`src/rtl/instr_loader_pkg.sv`:
```
// Shared definitions for the byte-stream instruction loader:
// FSM state encoding and word/lane geometry.
package instr_loader_pkg;

  typedef enum logic [2:0] {
    IDLE    = 3'd0,
    COLLECT = 3'd1,
    WRITE   = 3'd2,
    DONE    = 3'd3,
    ERROR   = 3'd4
  } state_e;

  localparam int LANE_W         = 2;
  localparam int BYTES_PER_WORD = 4;

endpackage

```
`src/rtl/instr_loader_pack.sv`:
```
// Byte packer: lane counter plus four byte registers that assemble one
// little-endian word; clearing zeroes every lane so a short final word is zero-filled.
module instr_loader_pack
  import instr_loader_pkg::*;
(
  input  logic              clock,
  input  logic              reset,
  input  logic              clear,
  input  logic              accept,
  input  logic [7:0]        byte_data,
  output logic [LANE_W-1:0] lane,
  output logic [7:0]        data1,
  output logic [7:0]        data2,
  output logic [7:0]        data3,
  output logic [7:0]        data4
);

  logic [BYTES_PER_WORD-1:0][7:0] bytes_q, bytes_d;
  logic [LANE_W-1:0]              lane_q, lane_d;

  always_comb begin
    bytes_d = bytes_q;
    lane_d  = lane_q;
    if (clear) begin
      bytes_d = '0;
      lane_d  = '0;
    end else if (accept) begin
      bytes_d[lane_q] = byte_data;
      lane_d          = lane_q + 1'b1;
    end
  end

  always_ff @(posedge clock or posedge reset) begin
    if (reset) begin
      bytes_q <= '0;
      lane_q  <= '0;
    end else begin
      bytes_q <= bytes_d;
      lane_q  <= lane_d;
    end
  end

  assign lane  = lane_q;
  assign data1 = bytes_q[0];
  assign data2 = bytes_q[1];
  assign data3 = bytes_q[2];
  assign data4 = bytes_q[3];

endmodule

```
`src/rtl/instr_loader.sv`:
```
// Program loader: packs a byte stream into words, writes them to instruction
// memory and releases the CPU when done. Optional byte checksum: LOADER_CHECKSUM_EN.
module instr_loader
  import instr_loader_pkg::*;
#(
  parameter int unsigned           ADDR_WIDTH  = 32,
  parameter logic [ADDR_WIDTH-1:0] BASE_ADDR   = '0,
  parameter int unsigned           MAX_WORDS   = 20000,
  parameter int unsigned           COUNT_WIDTH = 16
) (
  input  logic                   clock,
  input  logic                   reset,
  input  logic                   start,
  input  logic                   byte_valid,
  input  logic [7:0]             byte_data,
  input  logic                   byte_last,
  output logic                   byte_ready,
  output logic [ADDR_WIDTH-1:0]  mem_addr,
  output logic [7:0]             mem_data1,
  output logic [7:0]             mem_data2,
  output logic [7:0]             mem_data3,
  output logic [7:0]             mem_data4,
  output logic                   mem_we,
  output logic                   mem_enable,
  output logic                   cpu_reset,
  output logic                   cpu_en,
  output logic                   done,
  output logic                   error,
  output logic [COUNT_WIDTH-1:0] word_count,
  output logic [31:0]            checksum
);

  state_e                  state_q, state_d;
  logic [ADDR_WIDTH-1:0]   addr_q, addr_d;
  logic [COUNT_WIDTH-1:0]  wc_q, wc_d;
  logic                    done_q, done_d;
  logic                    error_q, error_d;
  logic                    last_q, last_d;
  logic                    byte_ready_q, byte_ready_d;
  logic                    mem_we_q, mem_we_d;
  logic                    mem_en_q, mem_en_d;
  logic                    cpu_reset_q, cpu_reset_d;
  logic                    cpu_en_q, cpu_en_d;
  logic                    xfer;
  logic                    pack_clear;
  logic [LANE_W-1:0]       lane;

  // byte_ready_q is only ever high in COLLECT, so this is the full handshake
  assign xfer = byte_valid & byte_ready_q;

  always_comb begin
    state_d    = state_q;
    addr_d     = addr_q;
    wc_d       = wc_q;
    done_d     = done_q;
    error_d    = error_q;
    last_d     = last_q;
    pack_clear = 1'b0;

    unique case (state_q)
      IDLE, DONE, ERROR: begin
        if (start) begin
          state_d    = COLLECT;
          addr_d     = BASE_ADDR;
          wc_d       = '0;
          done_d     = 1'b0;
          error_d    = 1'b0;
          last_d     = 1'b0;
          pack_clear = 1'b1;
        end
      end
      COLLECT: begin
        if (xfer) begin
          last_d = byte_last;
          if (byte_last || lane == LANE_W'(BYTES_PER_WORD - 1))
            state_d = WRITE;
        end
      end
      WRITE: begin
        if (wc_q != '1)
          wc_d = wc_q + 1'b1;
        // end of image wins over the capacity check on the final word
        if (last_q) begin
          state_d = DONE;
          done_d  = 1'b1;
        end else if ((32'(wc_q) + 32'd1) == MAX_WORDS) begin
          state_d = ERROR;
          error_d = 1'b1;
        end else begin
          state_d    = COLLECT;
          addr_d     = addr_q + ADDR_WIDTH'(BYTES_PER_WORD);
          pack_clear = 1'b1;
        end
      end
      default: state_d = IDLE;
    endcase

    // Control outputs are registered from the next state so they align with state_q
    byte_ready_d = (state_d == COLLECT);
    mem_we_d     = (state_d == WRITE);
    mem_en_d     = (state_d == COLLECT) || (state_d == WRITE);
    cpu_reset_d  = (state_d != DONE);
    cpu_en_d     = (state_d == DONE);
  end

  always_ff @(posedge clock or posedge reset) begin
    if (reset) begin
      state_q      <= IDLE;
      addr_q       <= BASE_ADDR;
      wc_q         <= '0;
      done_q       <= 1'b0;
      error_q      <= 1'b0;
      last_q       <= 1'b0;
      byte_ready_q <= 1'b0;
      mem_we_q     <= 1'b0;
      mem_en_q     <= 1'b0;
      cpu_reset_q  <= 1'b1;
      cpu_en_q     <= 1'b0;
    end else begin
      state_q      <= state_d;
      addr_q       <= addr_d;
      wc_q         <= wc_d;
      done_q       <= done_d;
      error_q      <= error_d;
      last_q       <= last_d;
      byte_ready_q <= byte_ready_d;
      mem_we_q     <= mem_we_d;
      mem_en_q     <= mem_en_d;
      cpu_reset_q  <= cpu_reset_d;
      cpu_en_q     <= cpu_en_d;
    end
  end

  instr_loader_pack u_pack (
    .clock     (clock),
    .reset     (reset),
    .clear     (pack_clear),
    .accept    (xfer),
    .byte_data (byte_data),
    .lane      (lane),
    .data1     (mem_data1),
    .data2     (mem_data2),
    .data3     (mem_data3),
    .data4     (mem_data4)
  );

`ifdef LOADER_CHECKSUM_EN
  logic [31:0] csum_q, csum_d;
  logic        csum_clear;

  assign csum_clear = start &&
                      (state_q == IDLE || state_q == DONE || state_q == ERROR);

  // Transfers only happen in COLLECT, so the sum is frozen in DONE and ERROR
  always_comb begin
    csum_d = csum_q;
    if (csum_clear)
      csum_d = '0;
    else if (xfer)
      csum_d = csum_q + {24'h0, byte_data};
  end

  always_ff @(posedge clock or posedge reset) begin
    if (reset)
      csum_q <= '0;
    else
      csum_q <= csum_d;
  end

  assign checksum = csum_q;
`else
  assign checksum = '0;
`endif

  assign byte_ready = byte_ready_q;
  assign mem_addr   = addr_q;
  assign mem_we     = mem_we_q;
  assign mem_enable = mem_en_q;
  assign cpu_reset  = cpu_reset_q;
  assign cpu_en     = cpu_en_q;
  assign done       = done_q;
  assign error      = error_q;
  assign word_count = wc_q;

endmodule

```
`config.mk`:
```
export PLATFORM = sky130hd
export DESIGN_NAME = instr_loader
export DESIGN_NICKNAME = d
export VERILOG_FILES = /design/src/rtl/instr_loader_pkg.sv /design/src/rtl/instr_loader_pack.sv /design/src/rtl/instr_loader.sv
export SDC_FILE = /design/constraint.sdc
export NUM_CORES = 1
export LEC_CHECK = 0
export ABC_AREA = 1
export BUFFER_PORTS_ARGS = -buffer_cell sky130_fd_sc_hd__buf_2
export CAP_MARGIN = 10
export CORE_UTILIZATION = 54
export CTS_CLUSTER_DIAMETER = 120
export DETAILED_ROUTE_END_ITERATION = 8
export PLACE_DENSITY = 0.84
export SLEW_MARGIN = 20
export SYNTH_ARGS = -nofsm -noshare
export SYNTH_HDL_FRONTEND = slang
export SYNTH_SLANG_ARGS = --single-unit
```
`constraint.sdc`:
```
create_clock -name clock -period 3.5 [get_ports clock]
set_clock_uncertainty 0.2 [all_clocks]
set_input_delay 0.35 -clock clock [delete_from_list [all_inputs] [get_ports clock]]
set_output_delay 0.35 -clock clock [all_outputs]
set_load 0.01 [all_outputs]
```
==> results of run 1 <==
kinds of logic after synthesis:
family,count (synthesis)
AOI/OAI and AO/OA,29
muxes,32
adders and majority gates,7
DFF,91
other,1
buffers and inverters,111
and+or+nand+nor,413
xor gates and xnor gates,26
layer usage:
layer	global-route usage	vias to the layer above
li1	-	2399
met1	0.356	2229
met5	0	-
met4	0.0802	0
met2	0.387	217
met3	0.0366	24
final cells by class:
type | count | area [um^2]
Clock buffer | 10 | 138
Inverter | 60 | 226
Timing Repair Buffer | 103 | 533
Multi-Input combinational cell | 541 | 2730
Clock inverter | 6 | 71.3
Tap cell | 133 | 166
Sequential cell | 91 | 2280
Fill cell | 905 | 3680
worst reg2reg max path: stages, from the launching register on:
cell	delay, ps
dfrtp_1	440
ha_1	240
nand3_1	140
nor2_2	210
nand3_1	130
nand2_1	80
nand2_1	90
nor2_1	100
nand2_1	50
nor2_1	80
nand2_1	90
nand2_2	90
nand2_4	400
nand2_1	210
nand2_1	70
power breakdown:
group / total [mW] / switching [mW] / internal [mW]
Clock: 0.752 / 0.394 / 0.358
Combinational: 1.11 / 0.820 / 0.286
Sequential: 1.25 / 0.0740 / 1.17
Total: 3.11 / 1.29 / 1.82
state kept, by name, indices dropped and copies added (netlist names), 2 cells and up:
signal and count:
word_count 16, u_pack.data3 8, u_pack.data2 8, u_pack.lane 2, state_q 3, u_pack.data1 8, u_pack.data4 8, mem_addr 30
through the flow:
step	util	cell area [um^2]
CTS	0.625	6140
global placement	0.603	5920
global route	0.625	6140
finish	0.625	6140
detailed placement	0.603	5920
floorplan	-	5610
cell usage after synthesis:
master | n | area [um^2]
nor3_1 | 13 | 65.1
nand2_1 | 191 | 717
o22ai_1 | 11 | 68.8
nand4_1 | 11 | 68.8
o21ai_1 | 1 | 5.00
nand2_4 | 1 | 11.3
nor4_1 | 1 | 6.26
a21oi_1 | 4 | 20.0
dfrtp_1 | 90 | 2250
ha_1 | 7 | 87.6
nor2_2 | 22 | 138
nand2_2 | 3 | 18.8
nand3b_1 | 1 | 7.51
nor2_4 | 4 | 45.0
nor3b_1 | 4 | 30.0
conb_1 | 1 | 3.75
mux2i_1 | 32 | 320
o21ai_0 | 10 | 50.1
a211oi_1 | 2 | 15.0
buf_4 | 37 | 278
xor2_1 | 15 | 131
inv_1 | 59 | 221
clkbuf_1 | 8 | 30.0
nand3_1 | 64 | 320
xnor2_1 | 11 | 96.3
a32o_1 | 1 | 10.0
nor2_1 | 98 | 368
dfstp_2 | 1 | 26.3
buf_6 | 6 | 67.6
clkinv_1 | 1 | 3.75
worst min-delay path by stage:
| stage | start | to | slack, ps | cells past startpoint |
|---|---|---|---|---|
| 2_1_floorplan | byte_last | last_q | 300 | 2 |
| 3_3_place_gp | reset | u_pack.data3[4] | 290 | 2 |
| 3_5_place_dp | reset | u_pack.data2[4] | 290 | 2 |
| 4_1_cts | byte_last | last_q | 70 | 3 |
| 5_1_grt | byte_last | last_q | 90 | 3 |
| 6_report | byte_last | last_q | 80 | 3 |
what timing repair did:
| item | in CTS | in global routing |
|---|---|---|
| endpoints found under the hold margin | 39 | 0 |
| hold buffers | 1 | 0 |
| buffers inserted | 0 | 0 |
cells in the final DEF, fill, tap and decap left out, types with 4 or more instances in the layout:
master and instances:
clkbuf_8 10, ha_1 7, conb_1 34, o21ai_0 10
xnor2_1 11, nor2_1 98, mux2i_1 32, nor2_2 22
nor2_4 4, inv_1 58, nor3b_1 4, nor3_1 13
buf_4 5, dfrtp_1 90, nand2_1 191, a21oi_1 4
nand4_1 11, nand3_1 64, xor2_1 15, o22ai_1 11
buf_2 97
==> impl_metrics.toml, run 1 <==
[global_route]
grt_remaining_overflow = 0
grt_pass1_vias = 4324
grt_first_pass_wirelength_mm = 20.6
grt_max_degree = 64
antenna_found_initial = 0
grt_use_total = 0.248

[power]
total_leakage_power_nw = 3.26
power_density_nw_per_um2 = 506
peakVddDrop_v = 0.000485
power_mw = 3.11

[run_status]
outcome = "finished, final reports clean"

[drt]
dr.max_layer_used = "met4"
routed_wl_mm = 12.4
wl_met2_mm = 5.54
wl_met1_mm = 5.78
ant_nets = 0
wl_met3_um = 855
routed_via_density = 5.16
wl_per_cell_um = 13.1
drt_iter0_drc = 466
drc = 0
drtPass1Iterations = 5
vias = 4869

[floorplanning]
dieArea_um2 = 10600
start_util = 0.558
io_pins = 132
core-area_um2 = 9820
fp.dieW_um = 103
rows = 36
die_y_um = 103

[critical_path]
r2r_end = "mem_addr[21]"
cp.required_ps = 3540
cp.depth = 14
reg2reg_depth = 14
critPathKind = "reg -> reg"
worstPathCellList = "ha_1 > nand3_1 > nor2_2 > nand3_1 > nand2_1 > nand2_1 > nor2_1 > nand2_1 > nor2_1 > nand2_1 > nand2_2 > nand2_4 > nand2_1 > nand2_1"
path_buf_inv = 0
cp-end-kind = "flop"
cp-endpoint = "mem_addr[21]"
r2r_setup_slack_ps = 760
worst_setup_path_start_kind = "flop"
crit_family = "simple AND/OR/NAND/NOR gates"
critPathSlowestCell = "dfrtp_1"
startpoint = "word_count[1]"
cp_max_fo = 63
cp_common_cell = "nand2_1"
crit_arrival_ps = 2790
reg2reg_from = "word_count[1]"
max_stage_delay_ps = 440

[timing]
fin_ws_ps = 758
whs_ps = 76.2
slew_viol_final = 0
final_hold_viol_count = 0
clock.fmax_mhz = 365
min_period_over_period = 0.783
rsz0062_at_grt = "false"
max-slew-margin-rel = 0.481
setup_tns_ps = 0
worst_slew_pin_slew_ps = 777
fin_crit_ps = 2740
setup_violations = 0

[synthesis]
synth_adder_area_share = 0.0160
synth_xor_area_frac = 0.0415
ys_seq_elements = 91
synth_cells = 710
syn_area_um2 = 5480
ys_seq_area_frac = 0.416
post_synth.cell_area_avg_um2 = 7.72
synthMuxAreaShare = 0.0584
synth-compound-area-share = 0.0308
synth_warnings = 0
synth.distinct_cells = 30
synth-simple-area-share = 0.327
synth_top_family_by_area = "simple AND/OR/NAND/NOR gates"

[finish]
final_nets = 826
drive_gt1_frac = 0.185
syn_to_final_growth_pct = 12.0
diodes = 0
final_cells = 944

[cts]
post_cts_resized = 0
clk_pin_slew_ps = 90
clkLatencyLatePin_ps = 360
cts_tree = "built"
cts.path.max_buffers = 2
h-tree-depth = 3
clock_sinks = 91
numCtsBuffers = 9
root_buffer = "clkbuf_8"

[place]
globalplace.congestion = 0.918
place_ws_ps = 794
dp.cells = 927
dp_hpwl_mm = 8.99
numPortBuffers = 97

[worst_hold_path]
min-delay-path-class = "in -> reg"

[job]
drv_cap = 0
Note: power is estimated with default switching activity, not from simulation.
==> inputs of run 2 (changes only) <==
Clock period 3.5 ns to 2.7 ns, I/O delays scaled along.
==> run 2 against run 1 <==
Against the previous run:
- cell count rose by 0.53%
- hold slack got worse by 57 ps
- maximum frequency rose by 13%
- wire length rose by 0.91%
- register-to-register slack got worse by 490 ps
- total power rose by 30%
- combinational power rose by 37%
- setup slack got worse by 490 ps
- sequential share of layout area fell by 0.32 points
- core utilization rose by 0.57 points
- clock power rose by 17%
- design area rose by 0.92%
==> impl_metrics.toml, run 2 (synthesized netlist as in run 1, its figures left out) <==
[floorplanning]
core-area_um2 = 9820
rows = 36
io_pins = 132
fp.dieW_um = 103
start_util = 0.558
die_y_um = 103
dieArea_um2 = 10600

[critical_path]
critPathKind = "reg -> reg"
worst_setup_path_start_kind = "flop"
cp.required_ps = 2750
cp_common_cell = "nand2_1"
max_stage_delay_ps = 420
crit_family = "simple AND/OR/NAND/NOR gates"
crit_arrival_ps = 2480
cp-end-kind = "flop"
cp_max_fo = 29
worstPathCellList = "ha_1 > nand2_1 > nor2_4 > nand3_1 > nand2_1 > nand2_1 > nor2_1 > nand2_1 > nor2_1 > nand2_1 > nand2_2 > nand2_4 > buf_4 > nand2_1 > nand2_1"
critPathSlowestCell = "dfrtp_1"
path_buf_inv = 1

[cts]
cts_tree = "built"
numCtsBuffers = 9
clk_pin_slew_ps = 90
clock_sinks = 91
h-tree-depth = 3
root_buffer = "clkbuf_8"
cts.path.max_buffers = 2
clkLatencyLatePin_ps = 360

[power]
peakVddDrop_v = 0.000502
total_leakage_power_nw = 3.29
power_density_nw_per_um2 = 650

[drt]
routed_wl_mm = 12.5
drtPass1Iterations = 6
wl_per_cell_um = 13.2
drc = 0
routed_via_density = 5.14
ant_nets = 0
drt_iter0_drc = 305
vias = 4877

[finish]
layout_common_cells = "191 x nand2_1, 98 x nor2_1, 97 x buf_2, 89 x dfrtp_1, 64 x nand3_1"
final_common_cell = "nand2_1"
post-route-util = 0.631
largest_reg_flops = 30
nFillCells = 909
final_nets = 831
drive_gt1_frac = 0.190
diodes = 0
syn_to_final_growth_pct = 13.0

[place]
numPortBuffers = 97
globalplace.congestion = 0.983
dp_hpwl_mm = 9.06

[global_route]
use_met2 = 0.395
grt_max_degree = 69
antenna_found_initial = 0
grt_use_total = 0.248
grt_remaining_overflow = 0
top_usage_layer = "met2"
met3_usage = 0.0380
grt_pass1_vias = 4334
grt_util_met1 = 0.338
grt_first_pass_wirelength_mm = 20.4

[run_status]
outcome = "finished, final reports clean"

[timing]
worst_slew_pin_slew_ps = 548
max-slew-margin-rel = 0.634
setup_violations = 0
clock.fmax_mhz = 411
setup_tns_ps = 0
slew_viol_final = 0
final_hold_viol_count = 0
min_period_over_period = 0.901
fin_crit_ps = 2430

[job]
drv_cap = 0

[worst_hold_path]
min-delay-path-class = "in -> reg"
## run 2: cell types whose count changed in the layout (fill, tap and decap cells not counted), sizes merged
| cell | previous run | this run |
|---|---|---|
| buf | 102 | 106 |
| clkinv | 2 | 5 |
| inv | 61 | 59 |
| bufinv | 1 | 0 |
| clkbuf | 10 | 11 |
| clkinvlp | 2 | 1 |
| dlygate4sd3 | 1 | 2 |
## run 2: routing by layer
| metal | vias to the layer above | share of wire |
|---|---|---|
| li1 | 2397 | - |
| met1 | 2244 | 0.46 |
| met2 | 206 | 0.46 |
| met3 | 30 | 0.061 |
| met4 | 0 | 0.020 |
| met5 | - | 0 |
## run 2: path summary, 6_finish.rpt
check,slack (ps),cells after the start,end,from
max in group asynchronous,1280,4,mem_addr[2],reset
worst min register to register,340,2,done,done
min in group asynchronous,300,3,cpu_en,reset
worst max register to register,270,15,mem_addr[29],word_count[0]
worst max-delay path,270,15,mem_addr[29],word_count[0]
worst min-delay path,20,3,u_pack.data1[3],byte_data[3]
## run 2: layout make-up
class                   count  area [um^2]  share of cell area
multi-input cells         541         2730               0.441
repair buffers            108          602              0.0971
clock buffers              11          151              0.0244
inverters                  60          229              0.0369
flip-flops and latches     91         2280               0.368
well taps                 133          166              0.0269
clock inverters             5         36.3             0.00586
## run 2: what timing repair did
action | CTS | global route
hold endpoints to repair | 23 | 0
resized for setup | 0 | 3
setup buffers | 0 | 2
setup endpoints to repair | 0 | 30
hold buffers | 2 | 0
## run 2: report_power, final
group          internal (mW)  total [mW]  switching (mW)
Clock                  0.389       0.881           0.492
Combinational          0.455        1.52            1.07
Sequential              1.52        1.63           0.103
## run 2: metrics by stage
stage          instances  area [um^2]  power (mW)  setup slack [ps]  hold slack [ps]
3_5_place_dp         929         5960        3.15               242              159
3_3_place_gp         929         5960        3.12               316              154
6_report             949         6200        4.03               268             19.2
2_1_floorplan        743         5610        2.88               489              217
5_1_grt              949         6200        4.31             -19.0             25.5
4_1_cts              947         6170        4.05               203             8.07
## run 2: worst min-delay path: cells and delay by family
kind                   cells  cell delay [ps]
muxes                      1               60
buffers and inverters      1              110
and+or+nand+nor            1              100
